File: config.mk
export PLATFORM = sky130hd
export DESIGN_NAME = seg_scan_mux
export DESIGN_NICKNAME = d
export VERILOG_FILES = /design/src/rtl/seg_pkg.sv /design/src/rtl/scan_tick_gen.sv /design/src/rtl/seg_scan_mux.sv
export SDC_FILE = /design/constraint.sdc
export NUM_CORES = 1
export LEC_CHECK = 0
export CORE_MARGIN = 3
export CORE_UTILIZATION = 59
export DETAILED_ROUTE_END_ITERATION = 12
export DONT_BUFFER_PORTS = 1
export GPL_TIMING_DRIVEN = 0
export PLACE_DENSITY = 0.8
export SLEW_MARGIN = 25
export SYNTH_ARGS = -nofsm -noshare
export SYNTH_HDL_FRONTEND = slang
export SYNTH_SLANG_ARGS = --single-unit
File: constraint.sdc
create_clock -name clk -period 2.8 [get_ports clk]
set_input_delay 0.28 -clock clk [delete_from_list [all_inputs] [get_ports clk]]
set_output_delay 0.28 -clock clk [all_outputs]
set_load 0.05 [all_outputs]
File: src/rtl/seg_pkg.sv
// Shared definitions for the 4-digit display scan multiplexer.
//   SEG_DIGITS - number of digits on the display
//   SEL_W      - width of the digit-select counter
//   AN_OFF     - all anodes disabled (active-low pins)
//   onehot_an  - active-low anode pattern that enables only digit `sel`
package seg_pkg;

  localparam int         SEG_DIGITS = 4;
  localparam int         SEL_W      = 2;
  localparam logic [3:0] AN_OFF     = 4'b1111;

  function automatic logic [SEG_DIGITS-1:0] onehot_an(input logic [SEL_W-1:0] sel);
    return ~(4'b0001 << sel);
  endfunction

endpackage

File: src/rtl/scan_tick_gen.sv
// Digit-advance strobe generator.
//   clk     in  system clock
//   reset   in  synchronous, active-high reset
//   tick    out high for the one cycle in which div_cnt == DIV-1
// Parameters CLK_HZ / SCAN_HZ set DIV = CLK_HZ/SCAN_HZ (must be >= 2).
module scan_tick_gen #(
  parameter int CLK_HZ  = 100_000_000,
  parameter int SCAN_HZ = 1000
) (
  input  logic clk,
  input  logic reset,
  output logic tick
);

  localparam int DIV   = CLK_HZ / SCAN_HZ;
  localparam int CNT_W = (DIV > 1) ? $clog2(DIV) : 1;

  logic [CNT_W-1:0] div_cnt;

  // Decoded straight off the counter register, so the strobe is glitch-free
  // and lasts exactly one cycle per DIV.
  assign tick = (div_cnt == CNT_W'(DIV - 1));

  // NOTE: state registers use non-blocking assignment so every flop samples
  // pre-edge values regardless of block ordering.
  always_ff @(posedge clk) begin
    if (reset) begin
      div_cnt <= '0;
    end else if (tick) begin
      div_cnt <= '0;
    end else begin
      div_cnt <= div_cnt + CNT_W'(1);
    end
  end

endmodule

File: src/rtl/seg_scan_mux.sv
// Time-multiplexes four BCD digits onto the shared segment bus of a
// 4-digit display. The digit word is snapshotted once per frame so a time
// update never tears mid-scan.
//   clk         in   system clock
//   reset       in   synchronous, active-high reset
//   digits      in   {d3,d2,d1,d0}, d0 = rightmost
//   dp_mask     in   1 = light decimal point of that digit (sampled live)
//   blank_mask  in   1 = force digit dark (sampled live)
//   blink_mask  in   1 = digit blinks (only with SEG_BLINK_EN)
//   digit_out   out  nibble for the downstream seven-segment decoder
//   an          out  anode enables, active-low, one-hot or all-high
//   dp          out  decimal point, active-low
//   frame_start out  one-cycle pulse when the scan wraps to digit 0
// Build option: define SEG_BLINK_EN to enable the blink phase counter.
module seg_scan_mux
  import seg_pkg::*;
#(
  parameter int CLK_HZ       = 100_000_000,
  parameter int SCAN_HZ      = 1000,
  parameter int BLINK_FRAMES = 125
) (
  input  logic                      clk,
  input  logic                      reset,
  input  logic [4*SEG_DIGITS-1:0]   digits,
  input  logic [SEG_DIGITS-1:0]     dp_mask,
  input  logic [SEG_DIGITS-1:0]     blank_mask,
  input  logic [SEG_DIGITS-1:0]     blink_mask,
  output logic [3:0]                digit_out,
  output logic [SEG_DIGITS-1:0]     an,
  output logic                      dp,
  output logic                      frame_start
);

  logic                    tick;
  logic                    tick_d;
  logic [SEL_W-1:0]        sel;
  logic [SEL_W-1:0]        next_sel;
  logic [4*SEG_DIGITS-1:0] snapshot;
  logic                    blink_dark;
  logic                    dark;

  scan_tick_gen #(
    .CLK_HZ  (CLK_HZ),
    .SCAN_HZ (SCAN_HZ)
  ) u_tick (
    .clk   (clk),
    .reset (reset),
    .tick  (tick)
  );

  // Two-bit select wraps 3 -> 0 naturally.
  assign next_sel = sel + SEL_W'(1);

`ifdef SEG_BLINK_EN
  localparam int BC_W = (BLINK_FRAMES > 1) ? $clog2(BLINK_FRAMES) : 1;

  logic [BC_W-1:0] blink_cnt;
  logic            blink_phase;

  // Counted on the same edge that raises frame_start, so the new phase is
  // already valid when digit 0's anode decision is made one cycle later.
  always_ff @(posedge clk) begin
    if (reset) begin
      blink_cnt   <= '0;
      blink_phase <= 1'b0;
    end else if (tick && (next_sel == '0)) begin
      if (blink_cnt == BC_W'(BLINK_FRAMES - 1)) begin
        blink_cnt   <= '0;
        blink_phase <= ~blink_phase;
      end else begin
        blink_cnt <= blink_cnt + BC_W'(1);
      end
    end
  end

  assign blink_dark = blink_phase & blink_mask[sel];
`else
  logic unused_blink;
  assign unused_blink = (^blink_mask) ^ BLINK_FRAMES[0];
  assign blink_dark   = 1'b0;
`endif

  assign dark = blank_mask[sel] | blink_dark;

  always_ff @(posedge clk) begin
    if (reset) begin
      tick_d      <= 1'b0;
      sel         <= '0;
      snapshot    <= '0;
      an          <= AN_OFF;
      digit_out   <= 4'h0;
      dp          <= 1'b1;
      frame_start <= 1'b0;
    end else begin
      tick_d      <= tick;
      frame_start <= 1'b0;
      if (tick) begin
        // Anodes go dark for one cycle while the segment data changes, so
        // the previous digit's pattern never ghosts onto the next one.
        sel <= next_sel;
        an  <= AN_OFF;
        dp  <= ~dp_mask[next_sel];
        if (next_sel == '0) begin
          snapshot    <= digits;
          digit_out   <= digits[3:0];
          frame_start <= 1'b1;
        end else begin
          digit_out <= snapshot[{next_sel, 2'b00} +: 4];
        end
      end else if (tick_d) begin
        an <= dark ? AN_OFF : onehot_an(sel);
      end
    end
  end

endmodule

==> metrics.cfg <==
[clocking]
cts_buffers=5
postCtsSetupRepairBufs=0
clockBufferDepth=2
cts_root_buffer=clkbuf_4
cts_tree=done
clock_sinks=46
postCtsHoldBufs=0
h-tree-depth=2
clk_latency_ns=0.35
path_clk_slew_ns=0.12
post_cts_resized=0

[timing]
finalClockSkew_ns=0.003515
finalHoldViolCount=0
fmax_mhz=417.8
setup_viol=0
rsz0062_at_grt=no
min_period_ns=2.394
slew_viol_final=0
relSlewSlack_pct=63.92
min_period_over_period_pct=85.49
finalSetupTns_ns=0
worstMarginPinSlew_ns=0.5405

[routing]
first_pass_iters=4
via_per_inst=5.724
wl_mm=4.175
drc=0
vias=1574
drt_iter0_drc=78
ant_nets=0
wl_per_cell_um=15.18

[synthesis]
syn_inst=221
synthArstFlopShare_pct=0
yosysSeqAreaShare_pct=43.45
ys_types=31
synth-main-ff-cell=dfxtp_1
synth_edf_count=0
synth_area_leaders=dfxtp_1 (43%), mux4_2 (6.4%), nand3_1 (5.2%)
synth_commonest_cells=dfxtp_1 (46), nand3_1 (22), nor2_1 (22)
yosysWarnings=0
post-synth-top-count-cell=dfxtp_1
synth_top_area_share_pct=43.45
synth.avg_cell_area_um2=9.591
syn_area_um2=2120
syn_nets=257
yosys_register_bits=46
synth_area_leader_cell=dfxtp_1

[place]
io_buffers=0
dpl.cell_count=267
place.gp.congestion=0.7698
hpwlAfterDp_mm=3.080

[power]
power.density_nw_per_um2=467.9
static-leakage-power_nw=0.7808
vdd_drop_max_mv=0.2840

[worst_hold_path]
hold_class=primary input to register

[global_routing]
grtUsageTotal_pct=21.92
first_global_vias=1559
grt_max_degree=14
grt_pass1_wl_mm=7.279
overflow=0
antenna_found_initial=0

[critical_path]
cp_max_fo=8
crit_arrival_ns=2.63
critPathCaptureType=register
start_kind=register
cp_slowest_cell=mux4_2
critPathRequiredTime_ns=3.04
slowest_delay_ns=0.56
crit_type=register to register
crit_chain=buf_2 -> inv_1 -> ha_1 -> clkbuf_1 -> mux4_2 -> mux2i_1 -> a211oi_1

[finish]
diodes=0
syn_to_final_growth_pct=6.434
layout.nets=264
drive_gt1_share_pct=12.23
fillers=285
finalNonFillerCells=275

[run_status]
status=complete, no violations

[floorplan]
die_area_um2=4347
floorplan.initialDensity_pct=62.53
dieHeight_um=65.94
io_pins=40
core-area_um2=3390
fp.dieW_um=65.94
row_count=21

[run]
cap_violations=0

cells in the final DEF (no fill, tap or decap):
master and n:
dfxtp_1 46, nand3_1 22, nor2_1 22, a21oi_1 19, o21ai_0 18, xor2_1 12
nand2_1 12, clkbuf_1 8, nand4_1 7, mux4_2 6, ha_1 6, clkbuf_4 5
and4_1 4, mux2i_1 4, a211oi_1 4, o22ai_1 4, inv_1 3, buf_6 3
buf_12 3, clkbuf_8 3, and4bb_2 2, buf_4 2, xnor2_1 2, and2_1 2
or3_1 2, buf_2 1, nor4b_4 1, nand2b_1 1, clkbuf_2 1, and4_4 1
buf_1 1, a211o_1 1, nor3_1 1
layer usage:
metal	vias to the layer above	part of all wire, %	GRT usage, %
met5	-	0	0
met4	0	0.91	8.376
met3	4	4.8	5.442
met2	34	50	37.67
met1	739	44	26.23
li1	797	-	-
metrics by stage:
stage          util (%)  power (mW)  setup WS [ns]  hold WS, ns  cell area [um^2]
6_report          66.56       1.056         0.4063      0.06277              2256
2_1_floorplan         -      0.6934         0.7542       0.4260              2120
5_1_grt           66.56       1.107         0.2112      0.03140              2256
3_5_place_dp      64.23      0.6992         0.4022       0.4388              2177
3_3_place_gp      64.23      0.6985         0.5009       0.4340              2177
4_1_cts           66.56       1.066         0.3835      0.04897              2256
sequential cells by signal (all words and copies together) (netlist names):
signal          count
an                  4
digit_out           4
dp                  1
frame_start         1
sel                 2
snapshot           16
tick_d              1
u_tick.div_cnt     17
cell families after synthesis:
logic type	count (synthesis)	synth area share, %
mux	10	8.265
simple gates	77	19.48
xor+xnor	14	5.785
buf+inv	22	7.732
compound gates	46	11.75
flops	46	43.45
fa+ha+maj	6	3.542
cell type report:
class | instances | area, um^2 | share of cell area [%]
Multi-Input combinational cell | 153 | 1035 | 45.87
Sequential cell | 46 | 920.9 | 40.82
Buffer | 19 | 152.6 | 6.766
Clock buffer | 8 | 78.83 | 3.494
Tap cell | 46 | 57.56 | 2.551
Inverter | 3 | 11.26 | 0.4992
critical path, delay by kind of cell, from the launching register on:
family,cells,cell delay [ns]
buffers and inverters,3,0.75
muxes,2,0.74
DFF,1,0.42
adders and majority gates,1,0.28
AOI/OAI and AO/OA,1,0.09
worst paths after layout:
kind | startpoint | to | slack (ns) | cells after the start
hold reg to reg | u_tick.div_cnt[0] | u_tick.div_cnt[0] | 0.47 | 1
hold / removal | digits[2] | snapshot[2] | 0.06 | 2
setup reg to reg | sel[0] | digit_out[0] | 0.41 | 7
setup / recovery | sel[0] | digit_out[0] | 0.41 | 7
report_power, final:
part	internal [mW]	total, mW	switching (mW)
clock network	0.172	0.371	0.199
registers	0.658	0.661	0.00321
logic	0.00885	0.0231	0.0142
total	0.839	1.06	0.217
No activity file was read; power rests on OpenSTA's default activity.
